===== src/rtl/coolgirl_pkg.sv =====
// Shared types and width helpers for the console-variant probe.
// Holds the FSM encodings, the registered-output bundle and the sizing functions.
package coolgirl_pkg;

   typedef enum logic [2:0] {
      ST_HOLD     = 3'd0,
      ST_SETTLE   = 3'd1,
      ST_SAMPLE   = 3'd2,
      ST_DONE_STD = 3'd3,
      ST_DONE_NEW = 3'd4,
      ST_TIMEOUT  = 3'd5
   } probe_state_t;

   typedef struct packed {
      logic hold_active;
      logic new_dendy;
      logic detect_done;
      logic detect_timeout;
   } probe_out_t;

   localparam probe_out_t PROBE_OUT_RESET = '{hold_active: 1'b1, default: 1'b0};

   function automatic int max3(input int a, input int b, input int c);
      int m;
      m = (a > b) ? a : b;
      return (m > c) ? m : c;
   endfunction

   function automatic int timer_width(input int a, input int b, input int c);
      return $clog2(max3(a, b, c)) + 1;
   endfunction

   function automatic int count_width(input int quota);
      return (quota < 1) ? 1 : $clog2(quota + 1);
   endfunction

   function automatic probe_out_t decode_outputs(input probe_state_t s);
      probe_out_t o;
      o.hold_active    = (s == ST_HOLD);
      o.new_dendy      = (s == ST_DONE_NEW);
      o.detect_done    = (s == ST_DONE_STD) || (s == ST_DONE_NEW) || (s == ST_TIMEOUT);
      o.detect_timeout = (s == ST_TIMEOUT);
      return o;
   endfunction

endpackage


===== src/rtl/sync_chain.sv =====
// Single-bit synchroniser of configurable depth for PPU pins sampled on M2.
// Resets high so an inactive /RD is seen until real data has propagated.
module sync_chain #(
   parameter int DEPTH = 2
) (
   input  logic clk,
   input  logic rst_n,
   input  logic d_i,
   output logic q_o
);

   logic [DEPTH-1:0] chain_q;

   // NOTE: flops use non-blocking assignments so every stage samples the pre-edge value of its neighbour.
   always_ff @(posedge clk or negedge rst_n) begin
      if (!rst_n) begin
         chain_q <= '1;
      end else begin
         chain_q[0] <= d_i;
         for (int i = 1; i < DEPTH; i++) begin
            chain_q[i] <= chain_q[i-1];
         end
      end
   end

   assign q_o = chain_q[DEPTH-1];

endmodule


===== src/rtl/console_probe.sv =====
// Power-on console-variant detector: grounds CIRAM during a hold window, then
// samples PPU A13 against the console /A13 pin to tell standard consoles from new famiclones.
module console_probe
   import coolgirl_pkg::*;
#(
   parameter int INIT_CYCLES    = 15,
   parameter int SETTLE_CYCLES  = 4,
   parameter int SYNC_STAGES    = 2,
   parameter int SAMPLES_LO     = 3,
   parameter int SAMPLES_HI     = 3,
   parameter int MISMATCH_MIN   = 1,
   parameter int TIMEOUT_CYCLES = 4096
) (
   input  logic       m2,
   input  logic       rst_n,
   input  logic       ppu_rd_in,
   input  logic       ppu_a13,
   input  logic       ppu_not_a13,
   input  logic       rearm,
   output logic       hold_active,
   output logic       new_dendy,
   output logic       detect_done,
   output logic       detect_timeout,
   output logic [2:0] probe_state
);

   localparam int TW = timer_width(INIT_CYCLES, SETTLE_CYCLES, TIMEOUT_CYCLES);
   localparam int LW = count_width(SAMPLES_LO);
   localparam int HW = count_width(SAMPLES_HI);
   localparam int MW = count_width(MISMATCH_MIN);

   localparam logic [TW-1:0] INIT_LAST    = TW'(INIT_CYCLES - 1);
   localparam logic [TW-1:0] SETTLE_LAST  = (SETTLE_CYCLES == 0) ? '0 : TW'(SETTLE_CYCLES - 1);
   localparam logic [TW-1:0] TIMEOUT_LAST = TW'(TIMEOUT_CYCLES - 1);
   localparam logic [LW-1:0] LO_QUOTA     = LW'(SAMPLES_LO);
   localparam logic [HW-1:0] HI_QUOTA     = HW'(SAMPLES_HI);
   localparam logic [MW-1:0] MIS_QUOTA    = MW'(MISMATCH_MIN);

   probe_state_t  state_q, state_d;
   logic [TW-1:0] timer_q, timer_d;
   logic [LW-1:0] lo_q, lo_d, lo_nxt;
   logic [HW-1:0] hi_q, hi_d, hi_nxt;
   logic [MW-1:0] mis_q, mis_d, mis_nxt;
   probe_out_t    out_q, out_d;

   logic rd_s, a13_s, na13_s;
   logic qualify, mismatch, rearm_ok, timer_run;

   // All three pins share one depth so they are compared from the same stage.
   sync_chain #(.DEPTH(SYNC_STAGES)) u_sync_rd (
      .clk(m2), .rst_n(rst_n), .d_i(ppu_rd_in), .q_o(rd_s)
   );
   sync_chain #(.DEPTH(SYNC_STAGES)) u_sync_a13 (
      .clk(m2), .rst_n(rst_n), .d_i(ppu_a13), .q_o(a13_s)
   );
   sync_chain #(.DEPTH(SYNC_STAGES)) u_sync_na13 (
      .clk(m2), .rst_n(rst_n), .d_i(ppu_not_a13), .q_o(na13_s)
   );

   // NOTE: every variable gets a default at the top of always_comb, so no path can infer a latch.
   always_comb begin
      qualify  = ~rd_s;
      mismatch = qualify && (a13_s == na13_s) && (lo_q != '0) && (hi_q != '0);

      lo_nxt = lo_q;
      if (qualify && !a13_s && (lo_q != LO_QUOTA)) lo_nxt = lo_q + LW'(1);

      hi_nxt = hi_q;
      if (qualify && a13_s && (hi_q != HI_QUOTA)) hi_nxt = hi_q + HW'(1);

      mis_nxt = mis_q;
      if (mismatch && (mis_q != MIS_QUOTA)) mis_nxt = mis_q + MW'(1);

      rearm_ok  = rearm && (state_q != ST_HOLD) && (state_q != ST_SETTLE);
      timer_run = (state_q == ST_HOLD) || (state_q == ST_SETTLE) || (state_q == ST_SAMPLE);
   end

   always_comb begin
      state_d = state_q;
      unique case (state_q)
         ST_HOLD: begin
            if (timer_q == INIT_LAST) state_d = (SETTLE_CYCLES == 0) ? ST_SAMPLE : ST_SETTLE;
         end
         ST_SETTLE: begin
            if (timer_q == SETTLE_LAST) state_d = ST_SAMPLE;
         end
         ST_SAMPLE: begin
            // Exit checks look at the post-sample counts so the verdict lands one edge after the sample.
            if (mis_nxt == MIS_QUOTA)                         state_d = ST_DONE_NEW;
            else if ((lo_nxt == LO_QUOTA) && (hi_nxt == HI_QUOTA)) state_d = ST_DONE_STD;
            else if (timer_q == TIMEOUT_LAST)                 state_d = ST_TIMEOUT;
         end
         default: state_d = state_q;
      endcase
      if (rearm_ok) state_d = ST_SAMPLE;

      if ((state_d != state_q) || rearm_ok) timer_d = '0;
      else if (timer_run)                   timer_d = timer_q + TW'(1);
      else                                  timer_d = timer_q;

      lo_d  = lo_q;
      hi_d  = hi_q;
      mis_d = mis_q;
      if (rearm_ok) begin
         lo_d  = '0;
         hi_d  = '0;
         mis_d = '0;
      end else if (state_q == ST_SAMPLE) begin
         lo_d  = lo_nxt;
         hi_d  = hi_nxt;
         mis_d = mis_nxt;
      end
   end

   always_comb begin
      out_d = decode_outputs(state_d);
   end

   // NOTE: the async reset forces hold_active high immediately, matching a console power cycle.
   always_ff @(posedge m2 or negedge rst_n) begin
      if (!rst_n) begin
         state_q <= ST_HOLD;
         timer_q <= '0;
         lo_q    <= '0;
         hi_q    <= '0;
         mis_q   <= '0;
         out_q   <= PROBE_OUT_RESET;
      end else begin
         state_q <= state_d;
         timer_q <= timer_d;
         lo_q    <= lo_d;
         hi_q    <= hi_d;
         mis_q   <= mis_d;
         out_q   <= out_d;
      end
   end

   assign hold_active    = out_q.hold_active;
   assign new_dendy      = out_q.new_dendy;
   assign detect_done    = out_q.detect_done;
   assign detect_timeout = out_q.detect_timeout;
   assign probe_state    = state_q;

endmodule


===== config.mk =====
export PLATFORM = sky130hd
export DESIGN_NAME = console_probe
export DESIGN_NICKNAME = d
export VERILOG_FILES = /design/src/rtl/coolgirl_pkg.sv /design/src/rtl/sync_chain.sv /design/src/rtl/console_probe.sv
export SDC_FILE = /design/constraint.sdc
export NUM_CORES = 1
export LEC_CHECK = 0
export CAP_MARGIN = 10
export CORE_ASPECT_RATIO = 0.8
export CORE_MARGIN = 2
export CORE_UTILIZATION = 57
export CTS_CLUSTER_DIAMETER = 150
export CTS_CLUSTER_SIZE = 8
export DETAILED_ROUTE_END_ITERATION = 6
export GPL_ROUTABILITY_DRIVEN = 0
export PLACE_DENSITY_LB_ADDON = 0.12
export SYNTH_ARGS = -nofsm -noshare
export SYNTH_HDL_FRONTEND = slang
export SYNTH_SLANG_ARGS = --single-unit

===== constraint.sdc =====
create_clock -name m2 -period 2.9 [get_ports m2]
set_input_delay 0.58 -clock m2 [delete_from_list [all_inputs] [get_ports m2]]
set_output_delay 0.58 -clock m2 [all_outputs]
set_load 0.01 [all_outputs]

**After elaboration in Yosys (flattened, before gate mapping)**

Cells that the tools add are included.

- Flip-flop bits (word level): 31
- Output and inout bits: 7
- Logic and storage cells: 75

- Muxes and demuxes: 18
- Equal/unequal tests: 15
- Add/subtract/negate cells: 4
- Reduce and logical (&&, ||, !) cells: 24
- Bitwise gates (word level): 2

Operators by type and width:

| operator | number |
|---|---|
| two-way mux 13 bit | 2 |
| two-way mux 3 bit | 6 |
| adder 13 x 1 -> 13 bit (second input constant) | 1 |
| equality test 13 x 12 -> 1 bit (second input constant) | 1 |
| equality test 13 x 2 -> 1 bit (second input constant) | 1 |
| equality test 13 x 4 -> 1 bit (second input constant) | 1 |
| two-way mux 2 bit | 6 |
| logical AND 1 bit | 11 |
| one-hot mux 3 bit (3 select lines) | 1 |
| nonzero test 2 bit | 4 |
| equality test 3 x 2 -> 1 bit (second input constant) | 2 |
| equality test 3 bit (second input constant) | 2 |
| logical NOT 3 bit | 2 |
| logical OR 1 bit | 5 |
| adder 2 x 1 -> 2 bit (second input constant) | 2 |
| equality test 2 bit (second input constant) | 2 |
| inequality test 2 bit (second input constant) | 2 |
| equality test 3 x 1 -> 1 bit (second input constant) | 1 |
| two-way mux 1 bit | 3 |
| inequality test 3 x 1 -> 1 bit (second input constant) | 1 |
| inequality test 3 bit | 1 |
| nonzero test 3 bit | 1 |
| inverter 1 bit | 2 |
| adder 1 bit (second input constant) | 1 |
| other kinds (2) | 2 |

**Logic depth before layout (Yosys ltp)**

- Word-level depth: 13
- Mapped depth: 9
- Depth with buffers taken out: 8

**Modules after synthesis**

From an unflattened synthesis, not the netlist that was laid out.

- Cells, all modules: 160
- Area total of the unflattened synthesis: 1744.2 um2

Modules (own cells, without submodules):

| module | area an instance (um2) | times used | cells an instance | sequential area each (um2) |
|---|---|---|---|---|
| console_probe | 1586.5 | 1 | 154 | 626.9 |
| sync_chain | 52.6 | 3 | 2 | 52.6 |

**Least setup slack after synthesis**

No wires, ideal clock.

- Kind: register to register
- Start point: register lo_q[0]
- End point: register timer_q[10]
- Period minus slack after synthesis: 2.024 ns
- Library setup time: 0.071 ns
- Cell stages (with the launch flop): 9
- Arrival: 1.953 ns
- Slack: 0.876 ns
- Cells stage by stage: dfrtp_1 > ha_1 > o311a_1 > a31o_2 > and2_1 > o22a_1 > a211o_2 > buf_4 > nor2_1

- Cells in the longest elaborated chain, start to end: 12
- Elaborated cells between the ends (all ways): 19
- Classes of those cells: add/sub (1); eq/ne (3); mux (7); reduce/logical (8)

RTL lines:

| what | RTL line | text |
|---|---|---|
| from (decl) | console_probe.sv:41 | `logic [LW-1:0] lo_q, lo_d, lo_nxt;` |
| from (signal assigned) | console_probe.sv:131 | `lo_q <= lo_d;` |
| parallel branches: the longest is 6 deep, another holds adder 2 x 1 -> 2 bit | - |  |
| two-way mux 3 bit (*) | console_probe.sv:89 | `if (mis_nxt == MIS_QUOTA) state_d = ST_DONE_NEW;` |
| one-hot mux 3 bit (3 select lines) (*) | console_probe.sv:80 | `unique case (state_q)` |
| two-way mux 3 bit (*) | console_probe.sv:95 | `if (rearm_ok) state_d = ST_SAMPLE;` |
| inequality test 3 bit (*) | console_probe.sv:97 | `if ((state_d != state_q) \|\| rearm_ok) timer_d = '0;` |
| logical OR 1 bit (*) | console_probe.sv:97 |  |
| two-way mux 13 bit / nonzero test 2 bit (equally long branches) | - |  |
| to (signal assigned) | console_probe.sv:130 | `timer_q <= timer_d;` |
| to (decl) | console_probe.sv:40 | `logic [TW-1:0] timer_q, timer_d;` |

Mark *: on every way between the ends.
A chain may end at the register's enable or synchronous reset.

**Worst setup path after layout**

- Start point: register lo_q[0]
- End point: register timer_q[1]

The elaborated chain is that of the path after synthesis.

==> metrics.txt <==
post-DR wirelength/cell 14.5 um; clock insertion delay at the later pin of the skew report 0.32 ns; met2 global-route usage 35.6%; Final Hold Viols 0; Synth cell types 40; initial cell density of the core 58.9%; async set or reset register ratio after synthesis 100%; internal power contribution 0.00102 W; Post-synth EDFFs 0; number of buffers inserted to repair setup after CTS 0; proportion of total power due to net switching 39.7%; register share of total power 42.4%; Die H 51.4 um; total power divided by cell area 927 nW/um^2; H-tree depth 2; worst clock skew on the final layout 0.00749 ns; type of destination of the critical path register; number of detailed-routing iterations run before antenna repair 4; Critical Path AT 2.54 ns; sequential fraction of the synthesis area 48.9%; clock power share 16.5%; peak clock frequency supported by timing 428 MHz; post-synthesis cell area 1600 sq um; die outline area 3260 sq um; area of the placeable core 2720 sq um; RSZ-0062 raised after global routing false; number of maximum-capacitance violations 0; number of global-route vias before repair 1210; type of the worst setup path register to register; number of antenna repair diodes 0; clk root buf clkbuf_4; Final ANT Viol Nets 0; first-iteration detailed-routing DRC count 61; total CTS buffers 5; Area growth, synth to finish 14.0%; total global-route track usage 22.3%; switching component of the power 0.000673 W; global routing met1 resource utilization 29.4%; hold buffer count at CTS 0; class of the worst hold path register to register; Max Buffers Root-to-Sink 2; LEAKAGE 0.799 nW; nature of the critical path startpoint register; PortBufs 12; slew at the pin with the worst max-slew slack 0.684 ns; most used flip-flop cell after synthesis dfrtp_1; post-DP HPWL 2190 um; post-route fraction of the period consumed by the critical path 80.5%; Post-Synthesis Net Count 166; Final Power 0.00170 W; total clock sinks 31; worst setup slack after placement 0.599 ns; number of warnings reported in the yosys synthesis log 0; I/O pin count 13; relative max-transition margin 54.0%; overall die width 63.3 um; total count of max-transition violations in the final report 0; share of final-layout standard cells stronger than drive strength 1 16.3%; portion of total power attributed to combinational logic 41.0%; worst path setup slack after routing 0.564 ns; run status completed; worst vdd ir 0.593 mV; detailed-route wire length 3060 um; Max FO, Critical Path 13; grt ovf 0; Reg clk slew, reported paths 0.09 ns; row count 17; first-pass GRT wire length 5470 um; total via count after detailed routing 1159; number of antenna violations at the first check in global routing 0; clock tree from TritonCTS built; vias per cell 5.52; busiest grt layer met2; final net count 183; # setup viols final 0; # DRC 0; global routing usage on met3 6.39%; Synth Instances 154; quantity of gates resized following cts 0; synthesized flop and latch total 31; WP data required 3.11 ns; maximum number of pins on one net before global-route repair 32; Avg Cell Area, Syn 10.4 sq um; setup_tns 0 ns; minimum clock period 2.34 ns
synth_stat cells, types with 2 or more instances:
cell type / n / area [sq um]
dfrtp_1: 24 / 601
nor4_1: 2 / 12.5
inv_1: 7 / 26.3
a21oi_1: 6 / 30.0
nand3_1: 6 / 30.0
nor2_1: 20 / 75.1
buf_4: 2 / 15.0
mux2i_1: 2 / 20.0
nand2b_1: 2 / 12.5
dfstp_2: 7 / 184
o21ai_0: 4 / 20.0
xor2_1: 7 / 61.3
nor3b_2: 2 / 25.0
xnor2_1: 8 / 70.1
nand4_1: 3 / 18.8
and2_1: 3 / 18.8
o22a_1: 2 / 17.5
ha_1: 6 / 75.1
nand3_2: 2 / 20.0
o21a_1: 2 / 15.0
a21o_1: 3 / 22.5
nor3_1: 6 / 30.0
nand2_1: 11 / 41.3
flip-flops by register name, summed over array words and instances (netlist names):
signal,count
detect_done,1
detect_timeout,1
hi_q,2
hold_active,1
lo_q,2
mis_q,1
new_dendy,1
probe_state,3
timer_q,13
u_sync_a13.chain_q,2
u_sync_na13.chain_q,2
u_sync_rd.chain_q,2
kinds of logic after synthesis:
logic type	count (synthesis)	synth area share, %
multiplexers	2	1.25
adder cells (fa/ha/maj)	6	4.68
AO/OA/AOI/OAI	24	11.5
XOR/XNOR	15	8.19
flip-flops	31	48.9
buffers and inverters	10	2.81
AND/OR/NAND/NOR	66	22.7
layer usage:
layer | vias up | share of wire, % | wire (um)
li1 | 574 | - | -
met1 | 554 | 47 | 1420
met2 | 29 | 49 | 1500
met3 | 2 | 3.8 | 115
met4 | 0 | 0.49 | 15
met5 | - | 0 | 0
metrics by stage:
step / utilization, % / hold WS, ns / std cells / cell area (sq um)
final: 67.2 / 0.359 / 210 / 1830
after global routing: 67.2 / 0.363 / 210 / 1830
after CTS: 67.2 / 0.361 / 210 / 1830
after detailed placement: 64.7 / 0.347 / 202 / 1760
after global placement: 64.7 / 0.345 / 202 / 1760
after floorplan: - / 0.284 / 154 / 1600
critical path: stages (launching register included):
cell	delay (ns)
dfrtp_1	0.42
ha_1	0.24
o311a_1	0.31
a31o_2	0.22
and2_1	0.18
o22a_1	0.20
a211o_2	0.40
a2111oi_2	0.25
cell type report:
class,count,area (sq um)
flip-flops and latches,31,785
multi-input cells,113,774
inverters,7,26.3
fillers,240,893
well taps,38,47.5
repair buffers,13,128
clock buffers,8,68.8
worst paths after layout:
check	cells past startpoint	slack, ns	from	to
max in group asynchronous	2	1.94	rst_n	u_sync_a13.chain_q[0]
worst max register to register	7	0.56	lo_q[0]	timer_q[1]
worst min register to register	0	0.36	u_sync_rd.chain_q[0]	u_sync_rd.chain_q[1]
worst min-delay path	0	0.36	u_sync_rd.chain_q[0]	u_sync_rd.chain_q[1]
worst max-delay path	7	0.56	lo_q[0]	timer_q[1]
min in group asynchronous	2	0.64	rst_n	hi_q[0]
placed cells by master (no fill, tap or decap), types with 2 or more instances in the layout:
cell,instances
clkdlybuf4s50_1,12
nor3b_2,2
xor2_1,7
mux2i_1,2
dfrtp_1,24
nor3_1,6
nor2_1,20
o21a_1,2
inv_1,7
o21ai_0,4
xnor2_1,8
nor4_1,2
nand3_1,6
a21o_1,3
nand3_2,2
a21oi_1,6
nand2b_1,2
o22a_1,2
nand2_1,11
clkbuf_4,5
and2_1,3
clkbuf_8,2
nand4_1,3
dfstp_2,7
ha_1,6
power by group through the flow:
stage | Clock (W) | Sequential [W] | Combinational (W)
final | 0.000280 | 0.000720 | 0.000696
after global placement | 0 | 0.000712 | 0.000666
after CTS | 0.000290 | 0.000717 | 0.000699
after global routing | 0.000304 | 0.000739 | 0.000771
after floorplan | 0 | 0.000679 | 0.000527
after detailed placement | 0 | 0.000724 | 0.000692
No activity file was read; power rests on OpenSTA's default activity.
